[src/rtl/div_rep_sub.sv]
// Unsigned sequential divider by repeated subtraction: one subtract per clock,
// start/busy/done handshake, divide-by-zero flagged alongside done.
module div_rep_sub #(
  parameter int WIDTH = 16
) (
  input  logic             clk,
  input  logic             rst,
  input  logic             start,
  input  logic [WIDTH-1:0] dividend,
  input  logic [WIDTH-1:0] divisor,
  output logic [WIDTH-1:0] quotient,
  output logic [WIDTH-1:0] remainder,
  output logic             busy,
  output logic             done,
  output logic             div_zero
);

  typedef enum logic [1:0] {
    S_IDLE,
    S_RUN,
    S_DONE
  } state_t;

  state_t           r_state;
  state_t           w_state_next;
  logic [WIDTH-1:0] r_rem;
  logic [WIDTH-1:0] r_div;
  logic [WIDTH-1:0] r_cnt;
  logic [WIDTH-1:0] r_quotient;
  logic [WIDTH-1:0] r_remainder;
  logic             r_div_zero;
  logic             w_accept;
  logic             w_fits;

  assign w_accept = (r_state == S_IDLE) && start;
  assign w_fits   = (r_rem >= r_div);

  always_ff @(posedge clk or posedge rst) begin
    if (rst) begin
      r_state <= S_IDLE;
    end else begin
      r_state <= w_state_next;
    end
  end

  always_comb begin
    w_state_next = r_state;
    case (r_state)
      S_IDLE: begin
        if (start) begin
          w_state_next = (divisor == '0) ? S_DONE : S_RUN;
        end
      end
      S_RUN: begin
        if (!w_fits) begin
          w_state_next = S_DONE;
        end
      end
      S_DONE:  w_state_next = S_IDLE;
      default: w_state_next = S_IDLE;
    endcase
  end

  // Results update only on acceptance (zero divisor) or at the end of RUN,
  // so they hold across IDLE until the next accepted start.
  always_ff @(posedge clk or posedge rst) begin
    if (rst) begin
      r_rem       <= '0;
      r_div       <= '0;
      r_cnt       <= '0;
      r_quotient  <= '0;
      r_remainder <= '0;
      r_div_zero  <= 1'b0;
    end else if (w_accept) begin
      r_rem      <= dividend;
      r_div      <= divisor;
      r_cnt      <= '0;
      r_div_zero <= (divisor == '0);
      if (divisor == '0) begin
        r_quotient  <= '1;
        r_remainder <= dividend;
      end
    end else if (r_state == S_RUN) begin
      if (w_fits) begin
        r_rem <= r_rem - r_div;
        r_cnt <= r_cnt + 1'b1;
      end else begin
        r_quotient  <= r_cnt;
        r_remainder <= r_rem;
      end
    end
  end

  assign quotient  = r_quotient;
  assign remainder = r_remainder;
  assign div_zero  = r_div_zero;
  assign busy      = (r_state != S_IDLE);
  assign done      = (r_state == S_DONE);

endmodule

[config.mk]
export PLATFORM = sky130hd
export DESIGN_NAME = div_rep_sub
export DESIGN_NICKNAME = d
export VERILOG_FILES = /design/src/rtl/div_rep_sub.sv
export SDC_FILE = /design/constraint.sdc
export NUM_CORES = 1
export LEC_CHECK = 0
export CORE_UTILIZATION = 40
export DETAILED_ROUTE_END_ITERATION = 10
export PLACE_DENSITY_LB_ADDON = 0.05
export REMOVE_ABC_BUFFERS = 1
export SLEW_MARGIN = 20
export SYNTH_ARGS = -nofsm -noshare
export SYNTH_HDL_FRONTEND = slang
export SYNTH_SLANG_ARGS = --single-unit
[constraint.sdc]
create_clock -name clk -period 5.2 [get_ports clk]
set_input_delay 1.04 -clock clk [delete_from_list [all_inputs] [get_ports clk]]
set_output_delay 1.04 -clock clk [all_outputs]
set_load 0.005 [all_outputs]
==> summary.md, run 1 <==
| Metric | Value |
|---|---|
| CP startpoint kind | `input pin` |
| Core footprint | `0.0104 mm²` |
| IO buf count | `69` |
| Via count | `3489` |
| Leakage | `2.24 nW` |
| Routed WL per cell | `15.4 µm` |
| Switch Pwr | `1.57 mW` |
| Hold Crit Class | `flip-flop to flip-flop` |
| Required @ worst endpoint | `5470 ps` |
| Gate Count Post-Synth | `461` |
| Area of the multi-input gates | `0.00204 mm²` |
| Setup TNS | `0 ps` |
| Initial Util | `0.415` |
| Diodes inserted | `0` |
| Arr. time, crit path | `3520 ps` |
| Mapped Avg Cell Area | `9.38 µm²` |
| Clock slew at reported path FFs | `90 ps` |
| Total Wirelength | `10200 µm` |
| Fin nets | `575` |
| Die ar. | `0.0112 mm²` |
| Max Cap Viol | `0` |
| Async set or reset register ratio after synthesis | `1.00` |
| Fin. Hold Viols | `0` |
| Total GRT Usage | `0.197` |
| Layout Utilization | `0.508` |
| Vias in the first global route | `3556` |
| Yosys cell types | `48` |
| Fin cells | `662` |
| Int Power | `2.15 mW` |
| Top_reg_cell synth | `dfrtp_1` |
| Clock sinks | `83` |
| Pin count of the biggest net entering global routing | `54` |
| Post-synth EDFFs | `0` |
| H-tree depth | `3` |
| FP Rows | `37` |
| Switch share | `0.423` |
| Storage element area | `0.00208 mm²` |
| Crit. End Element | `flip-flop` |
| Fin. max-slew vios | `0` |
| Synth top area share | `0.480` |
| Power, Total | `3.72 mW` |
| Gate power share | `0.582` |
| Final setup fails | `0` |
| Clock skew | `11.8 ps` |
| R2R Setup Slk | `2220 ps` |
| Chip height | `106 µm` |
| Layout cell share with drive strength beyond 1 | `0.0589` |
| Crit share post-route | `0.624` |
| Root buffer cell | `clkbuf_8` |
| Cell chain of the critical path | `clkdlybuf4s50_1 -> nor4_1 -> nand4_1 -> nor2_1 -> inv_1 -> nand2_2 -> nor2_1 -> a31oi_1` |
| Synth area leaders | `dfrtp_1 48%, nand2_1 7.3%, ha_1 4.9%, xnor2_1 3.2%, nor2_1 3.0%` |
| Post_cts resized | `0` |
| Finished Cell Area | `0.00529 mm²` |
| YS warnings | `0` |
| Postcts setup bufs | `0` |
| Syn-to-layout area delta | `22.3%` |
| Number of I/O pins | `70` |
| Sequential cell area fraction in the yosys report | `0.480` |
| CP Class | `input pin to flip-flop` |
| Cts bufs inserted | `9` |
| CP max stage cell | `nand2_2` |
| Antenna violations before repair | `0` |
| DP Area | `0.00509 mm²` |
| Routed vias/inst | `5.27` |
| Slew of the pin with the lowest slew margin | `958 ps` |
| Synth Register Bits | `83` |
| CP peak stage delay | `700 ps` |
| Power per cell area | `703 mW/mm²` |
| First-pass GRT wire length | `17200 µm` |
| Total gr overflow | `0` |
| VDD IR-drop max | `236 µV` |
| Pre-Repair DR Iteration Count | `5` |
| Post-route DRC | `0` |
| Clock power share | `0.129` |
| Final min period | `3250 ps` |
| DRT iter0 DRCs | `125` |
| Most instantiated library cell after synthesis | `nand2_1` |
| Max clock buf depth | `2` |
| CTS tree | `built` |
| Most common cell on crit path | `nor2_1` |
| DP Cell Count | `647` |
| Remaining antenna violation count | `0` |
| Seq pwr share | `0.289` |
| Die X | `106 µm` |
| RSZ-0062 raised after global routing | `no` |
| F_max | `308 MHz` |
| Yosys top cell by area | `dfrtp_1` |
| Worst slack at placement | `1590 ps` |
| HPWL after DPL | `6970 µm` |
| CP Max Fanout | `48` |
| Final Wtd Congestion | `0.835` |
| Clk_lat worst skew | `360 ps` |
| Hold slack | `497 ps` |
| Top cells by count, synth | `84 x nand2_1, 83 x dfrtp_1, 35 x nor2_1` |
| Max transition margin | `0.359` |
| Outcome | `finished, final reports clean` |
| Area of the mapped netlist | `0.00432 mm²` |
| CTS Hold Bufs | `0` |
| Fillers | `1008` |
| Final WS setup | `1950 ps` |
==> cell usage in the layout (no fill, tap or decap), types with 10 or more instances in the layout <==
cell	count
nand2_1	84
a21oi_1	17
a31oi_1	17
o21ai_0	24
o22a_1	15
inv_1	21
o211ai_1	15
clkbuf_8	10
xnor2_1	16
dfrtp_1	83
nor2_1	35
nand3_1	17
ha_1	17
clkdlybuf4s50_1	69
nand4_1	10
==> area by class of cell <==
class | instances | area share
flip-flops and latches | 83 | 0.393
multi-input cells | 333 | 0.385
repair buffers | 73 | 0.136
well taps | 136 | 0.0322
clock buffers | 10 | 0.0260
inverters | 22 | 0.0158
clock inverters | 5 | 0.0118
==> per-layer routing <==
metal,wire [µm],track usage
met5,0,0
met3,350,0.0343
met4,170,0.0813
met1,4980,0.266
met2,4660,0.313
==> critical path: cells and delay by family <==
kind	cells	cell delay, ps
AO/OA/AOI/OAI	1	170
buffers and inverters	2	510
AND/OR/NAND/NOR	5	1780
==> registers in the layout, indices dropped and copies added, names as in the netlist <==
| signal | count |
|---|---|
| r_state | 2 |
| r_div | 16 |
| remainder | 16 |
| div_zero | 1 |
| r_rem | 16 |
| r_cnt | 16 |
| quotient | 16 |
==> power by group through the flow <==
| stage | combinational [mW] | sequential, mW | clock (mW) |
|---|---|---|---|
| detailed placement | 2.17 | 1.09 | 0 |
| CTS | 2.19 | 1.08 | 0.491 |
| global route | 2.43 | 1.11 | 0.518 |
| finish | 2.16 | 1.08 | 0.478 |
| global placement | 2.14 | 1.08 | 0 |
| floorplan | 1.49 | 1.07 | 0 |
==> kinds of logic (layout without fill, tap and decap cells) <==
group	count (synthesis)	after routing	synth area share
buffers and inverters	45	110	0.0486
AOI/OAI and AO/OA	111	111	0.174
xor gates and xnor gates	22	22	0.0446
adders and majority gates	18	18	0.0538
DFF	83	83	0.480
muxes	2	2	0.00463
and+or+nand+nor	180	180	0.194
==> path summary, 6_finish.rpt <==
check | cells after the start | to | startpoint
hold reg to reg | 1 | quotient[14] | quotient[14]
hold / removal | 1 | quotient[14] | quotient[14]
min in group asynchronous | 2 | remainder[3] | rst
max in group asynchronous | 3 | r_div[1] | rst
setup reg to reg | 11 | remainder[2] | r_rem[0]
setup / recovery | 8 | remainder[2] | divisor[9]
(Power assumes the default switching activity.)
==> inputs of run 2 (changes only) <==
- clock period: 5.2 -> 3 ns (I/O delays scaled with it)
==> summary.md, run 2 (synthesis results as in run 1) <==
| Metric | Value |
|---|---|
| Crit. End Element | `flip-flop` |
| Post_cts resized | `0` |
| Vias in the first global route | `3581` |
| Worst min-delay path endpoint | `quotient[11]` |
| Die X | `106 µm` |
| GR Layer Usage met1 | `0.277` |
| IO buf count | `69` |
| Fin. max-slew vios | `0` |
| CP Class | `flip-flop to flip-flop` |
| Cell chain of the critical path | `inv_1 -> ha_1 -> inv_1 -> fa_1 -> nand3_1 -> a31oi_1 -> o211ai_2 -> a21oi_2 -> buf_4 -> o21a_1 -> o21ai_0` |
| Crit share post-route | `0.854` |
| First-pass GRT wire length | `17600 µm` |
| Root buffer cell | `clkbuf_8` |
| Commonest non-fill, non-tap cell in the layout | `nand2_1` |
| Met3 usage | `0.0429` |
| CP peak stage delay | `500 ps` |
| Worst Hold Depth | `1` |
| Max Cap Viol | `0` |
| Hold_sp | `quotient[11]` |
| CTS tree | `built` |
| DRT iter0 DRCs | `148` |
| Power, Total | `6.55 mW` |
| Final WS setup | `438 ps` |
| VDD IR-drop max | `391 µV` |
| Final min period | `2560 ps` |
| Syn-to-layout area delta | `24.8%` |
| H-tree depth | `3` |
| Postcts setup bufs | `0` |
| Routed vias/inst | `5.31` |
| Total gr overflow | `0` |
| F_max | `390 MHz` |
| Grt peak-use layer | `met2` |
| Required @ worst endpoint | `3260 ps` |
| Number of I/O pins | `70` |
| Clock slew at reported path FFs | `90 ps` |
| Leakage | `2.30 nW` |
| Chip height | `106 µm` |
| M2 GR Usage | `0.304` |
| Via count | `3566` |
| Max transition margin | `0.568` |
| Slew of the pin with the lowest slew margin | `643 ps` |
| Pre-Repair DR Iteration Count | `4` |
| Antenna violations before repair | `0` |
| HPWL after DPL | `7220 µm` |
| DP Cell Count | `656` |
| Pin count of the biggest net entering global routing | `84` |
| R2R Setup Slk | `440 ps` |
| FP Rows | `37` |
| Final setup fails | `0` |
| Diodes inserted | `0` |
| Hold slack | `495 ps` |
| Most common cell on crit path | `inv_1` |
| Clock sinks | `83` |
| Arr. time, crit path | `2820 ps` |
| Final Wtd Congestion | `0.832` |
| Outcome | `finished, final reports clean` |
| Routed WL per cell | `15.2 µm` |
| Remaining antenna violation count | `0` |
| Total GRT Usage | `0.201` |
| Clk_lat worst skew | `370 ps` |
| CP Max Fanout | `17` |
| Most frequent cells in the layout | `84 x nand2_1, 83 x dfrtp_1, 69 x clkdlybuf4s50_1` |
| Fin. Hold Viols | `0` |
| Die ar. | `0.0112 mm²` |
| Core footprint | `0.0104 mm²` |
| Total Wirelength | `10200 µm` |
| R2R Path End | `r_rem[9]` |
| Post-route DRC | `0` |
| Hold Crit Class | `flip-flop to flip-flop` |
| Layout cell share with drive strength beyond 1 | `0.0765` |
| Cts bufs inserted | `9` |
| Max clock buf depth | `2` |
| CP max stage cell | `a21oi_2` |
| RSZ-0062 raised after global routing | `no` |
| Clock skew | `7.88 ps` |
| Register-to-Register Path Depth | `11` |
| CTS Hold Bufs | `0` |
| Setup TNS | `0 ps` |
| Fin cells | `672` |
| CP startpoint kind | `flip-flop` |
| Power per cell area | `1210 mW/mm²` |
| RR Startpoint | `r_rem[0]` |
| Worst slack at placement | `300 ps` |
| Fin nets | `584` |
| Initial Util | `0.415` |
==> run 2: routing by layer <==
layer / vias to the layer above / share of wire
met3: 20 / 0.044
met2: 70 / 0.43
met5: - / 0
li1: 1760 / -
met1: 1716 / 0.50
met4: 0 / 0.018
==> run 2: critical path: cells and delay by family, from the launching register on <==
kind | cells | cell delay (ps)
adders and majority gates | 2 | 430
and+or+nand+nor | 1 | 90
buffers and inverters | 3 | 450
DFF | 1 | 390
AOI/OAI and AO/OA | 5 | 1100
==> run 2: cell type report <==
type,instances,area [µm²]
tap,136,170
clock inverter,5,37.5
timing repair buffer,82,838
clock buffer,11,151
inverter,22,83.8
fill,981,5020
sequential,83,2080
multi-input combinational,333,2040
==> run 2: per-stage QoR <==
step	utilization	instance area (µm²)
floorplan	-	4200
global placement	0.500	5210
detailed placement	0.500	5210
CTS	0.518	5400
global route	0.518	5400
finish	0.518	5400
==> run 2: worst max path at each step <==
stage,slack [ps],cells past startpoint,end,startpoint
6_report,440,11,r_rem[9],r_rem[0]
5_1_grt,160,11,r_cnt[1],r_rem[0]
4_1_cts,420,11,r_rem[9],r_rem[0]
3_5_place_dp,300,9,remainder[11],divisor[9]
3_3_place_gp,330,9,remainder[1],divisor[9]
2_1_floorplan,260,1,div_zero,rst
==> run 2: where the power goes <==
group	leakage, nW	internal, mW	switching (mW)	total (mW)
Combinational	1.18	1.83	2.07	3.91
Clock	0.0915	0.347	0.440	0.788
Sequential	1.02	1.60	0.255	1.86
==> inputs of run 3 (changes only) <==
- CORE_ASPECT_RATIO: unset -> 1.75
- CORE_UTILIZATION: 40 -> 50
- CTS_CLUSTER_SIZE: unset -> 16
==> summary.md, run 3 (synthesis results as in run 1) <==
| Metric | Value |
|---|---|
| Pin count of the biggest net entering global routing | `40` |
| CP startpoint kind | `flip-flop` |
| R2R Path End | `r_rem[14]` |
| GR Layer Usage met1 | `0.272` |
| HPWL after DPL | `7310 µm` |
| Final min period | `2490 ps` |
| Register-to-Register Path Depth | `11` |
| Crit share post-route | `0.829` |
| Diodes inserted | `0` |
| F_max | `402 MHz` |
| Chip height | `125 µm` |
| Die ar. | `0.00904 mm²` |
| Commonest non-fill, non-tap cell in the layout | `nand2_1` |
| Grt peak-use layer | `met2` |
| FP Rows | `44` |
| Post-route DRC | `0` |
| Hold_sp | `quotient[3]` |
| Layout Utilization | `0.657` |
| Routed WL per cell | `15.1 µm` |
| Power per cell area | `1260 mW/mm²` |
| RSZ-0062 raised after global routing | `no` |
| Cell chain of the critical path | `inv_1 -> ha_1 -> inv_1 -> fa_1 -> a21o_1 -> nand4_1 -> nand3_1 -> a41oi_1 -> mux2i_1 -> o21ai_0 -> nand3_1` |
| Layout cell share with drive strength beyond 1 | `0.0748` |
| Outcome | `finished, final reports clean` |
| Root buffer cell | `clkbuf_16` |
| Clock skew | `6.60 ps` |
| Pre-Repair DR Iteration Count | `4` |
| First-pass GRT wire length | `16700 µm` |
| CTS Hold Bufs | `0` |
| Number of I/O pins | `70` |
| Remaining antenna violation count | `0` |
| Required @ worst endpoint | `3220 ps` |
| Antenna violations before repair | `0` |
| DRT iter0 DRCs | `148` |
| Die X | `72.3 µm` |
| Crit. End Element | `flip-flop` |
| Max Cap Viol | `0` |
| Hold slack | `489 ps` |
| Setup TNS | `0 ps` |
| Total GRT Usage | `0.236` |
| CP max stage cell | `a41oi_1` |
| DP Area | `0.00516 mm²` |
| Arr. time, crit path | `2700 ps` |
| Hold Crit Class | `flip-flop to flip-flop` |
| Final Wtd Congestion | `0.917` |
| Post_cts resized | `0` |
| Cts bufs inserted | `9` |
| Total Wirelength | `9830 µm` |
| Max transition margin | `0.627` |
| Fin nets | `583` |
| CP Max Fanout | `3` |
| Max clock buf depth | `2` |
| Met3 usage | `0.0403` |
| VDD IR-drop max | `627 µV` |
| Fin. Hold Viols | `0` |
| Clock slew at reported path FFs | `60 ps` |
| Leakage | `2.36 nW` |
| Most frequent cells in the layout | `84 x nand2_1, 83 x dfrtp_1, 69 x clkdlybuf4s50_1` |
| Total gr overflow | `0` |
| M2 GR Usage | `0.427` |
| R2R Setup Slk | `510 ps` |
| H-tree depth | `3` |
| Worst min-delay path endpoint | `quotient[3]` |
| CP peak stage delay | `450 ps` |
| CTS tree | `built` |
| Initial Util | `0.517` |
| Clk_lat worst skew | `330 ps` |
| Core footprint | `0.00837 mm²` |
| CP delay by family, top | `compound AO/OA/AOI/OAI gates` |
| CP Class | `flip-flop to flip-flop` |
| Clock sinks | `83` |
| Final setup fails | `0` |
| Fin. max-slew vios | `0` |
| Via count | `3564` |
| Vias in the first global route | `3603` |
| RR Startpoint | `r_rem[0]` |
| Power, Total | `6.92 mW` |
| Slew of the pin with the lowest slew margin | `559 ps` |
| Worst Hold Depth | `1` |
| Postcts setup bufs | `0` |
| Finished Cell Area | `0.00550 mm²` |
| Syn-to-layout area delta | `27.2%` |
| IO buf count | `69` |
| CP Buf/Inv Count | `2` |
| Routed vias/inst | `5.48` |
-- run 3: cell count changes in the layout (fill, tap and decap cells not counted) --
cell | previous run | this run
buf_12 | 4 | 3
clkinvlp_4 | 2 | 1
clkbuf_16 | 0 | 9
bufinv_16 | 0 | 2
clkinv_2 | 2 | 1
clkbuf_8 | 11 | 2
-- run 3: layer usage --
| layer | up-vias | wire (µm) |
|---|---|---|
| li1 | 1757 | - |
| met1 | 1710 | 3950 |
| met2 | 83 | 5350 |
| met3 | 14 | 338 |
| met4 | 0 | 193 |
| met5 | - | 0 |
-- run 3: final cells by class --
class	count	area, µm²
inverter	22	83.8
clock buffer	11	253
multi-input combinational	333	2040
sequential	83	2080
timing repair buffer	81	818
clock inverter	5	85.1
tap	115	144
fill	738	2870
-- run 3: metrics by stage --
stage,setup slack [ps],instances
after CTS,498,650
final,513,650
after global placement,417,634
after detailed placement,350,634
after floorplan,263,438
after global routing,262,650
-- run 3: worst max-delay path by stage --
| stage | from | to | cells after the start |
|---|---|---|---|
| floorplan | rst | div_zero | 1 |
| global placement | divisor[3] | remainder[12] | 9 |
| detailed placement | divisor[3] | remainder[12] | 9 |
| CTS | r_rem[14] | r_cnt[15] | 9 |
| global route | r_rem[0] | r_cnt[15] | 12 |
| finish | r_rem[0] | r_rem[14] | 11 |
-- run 3: power breakdown --
group          internal [mW]  switching, mW
clock network          0.777          0.434
logic                   1.82           2.04
registers               1.61          0.248
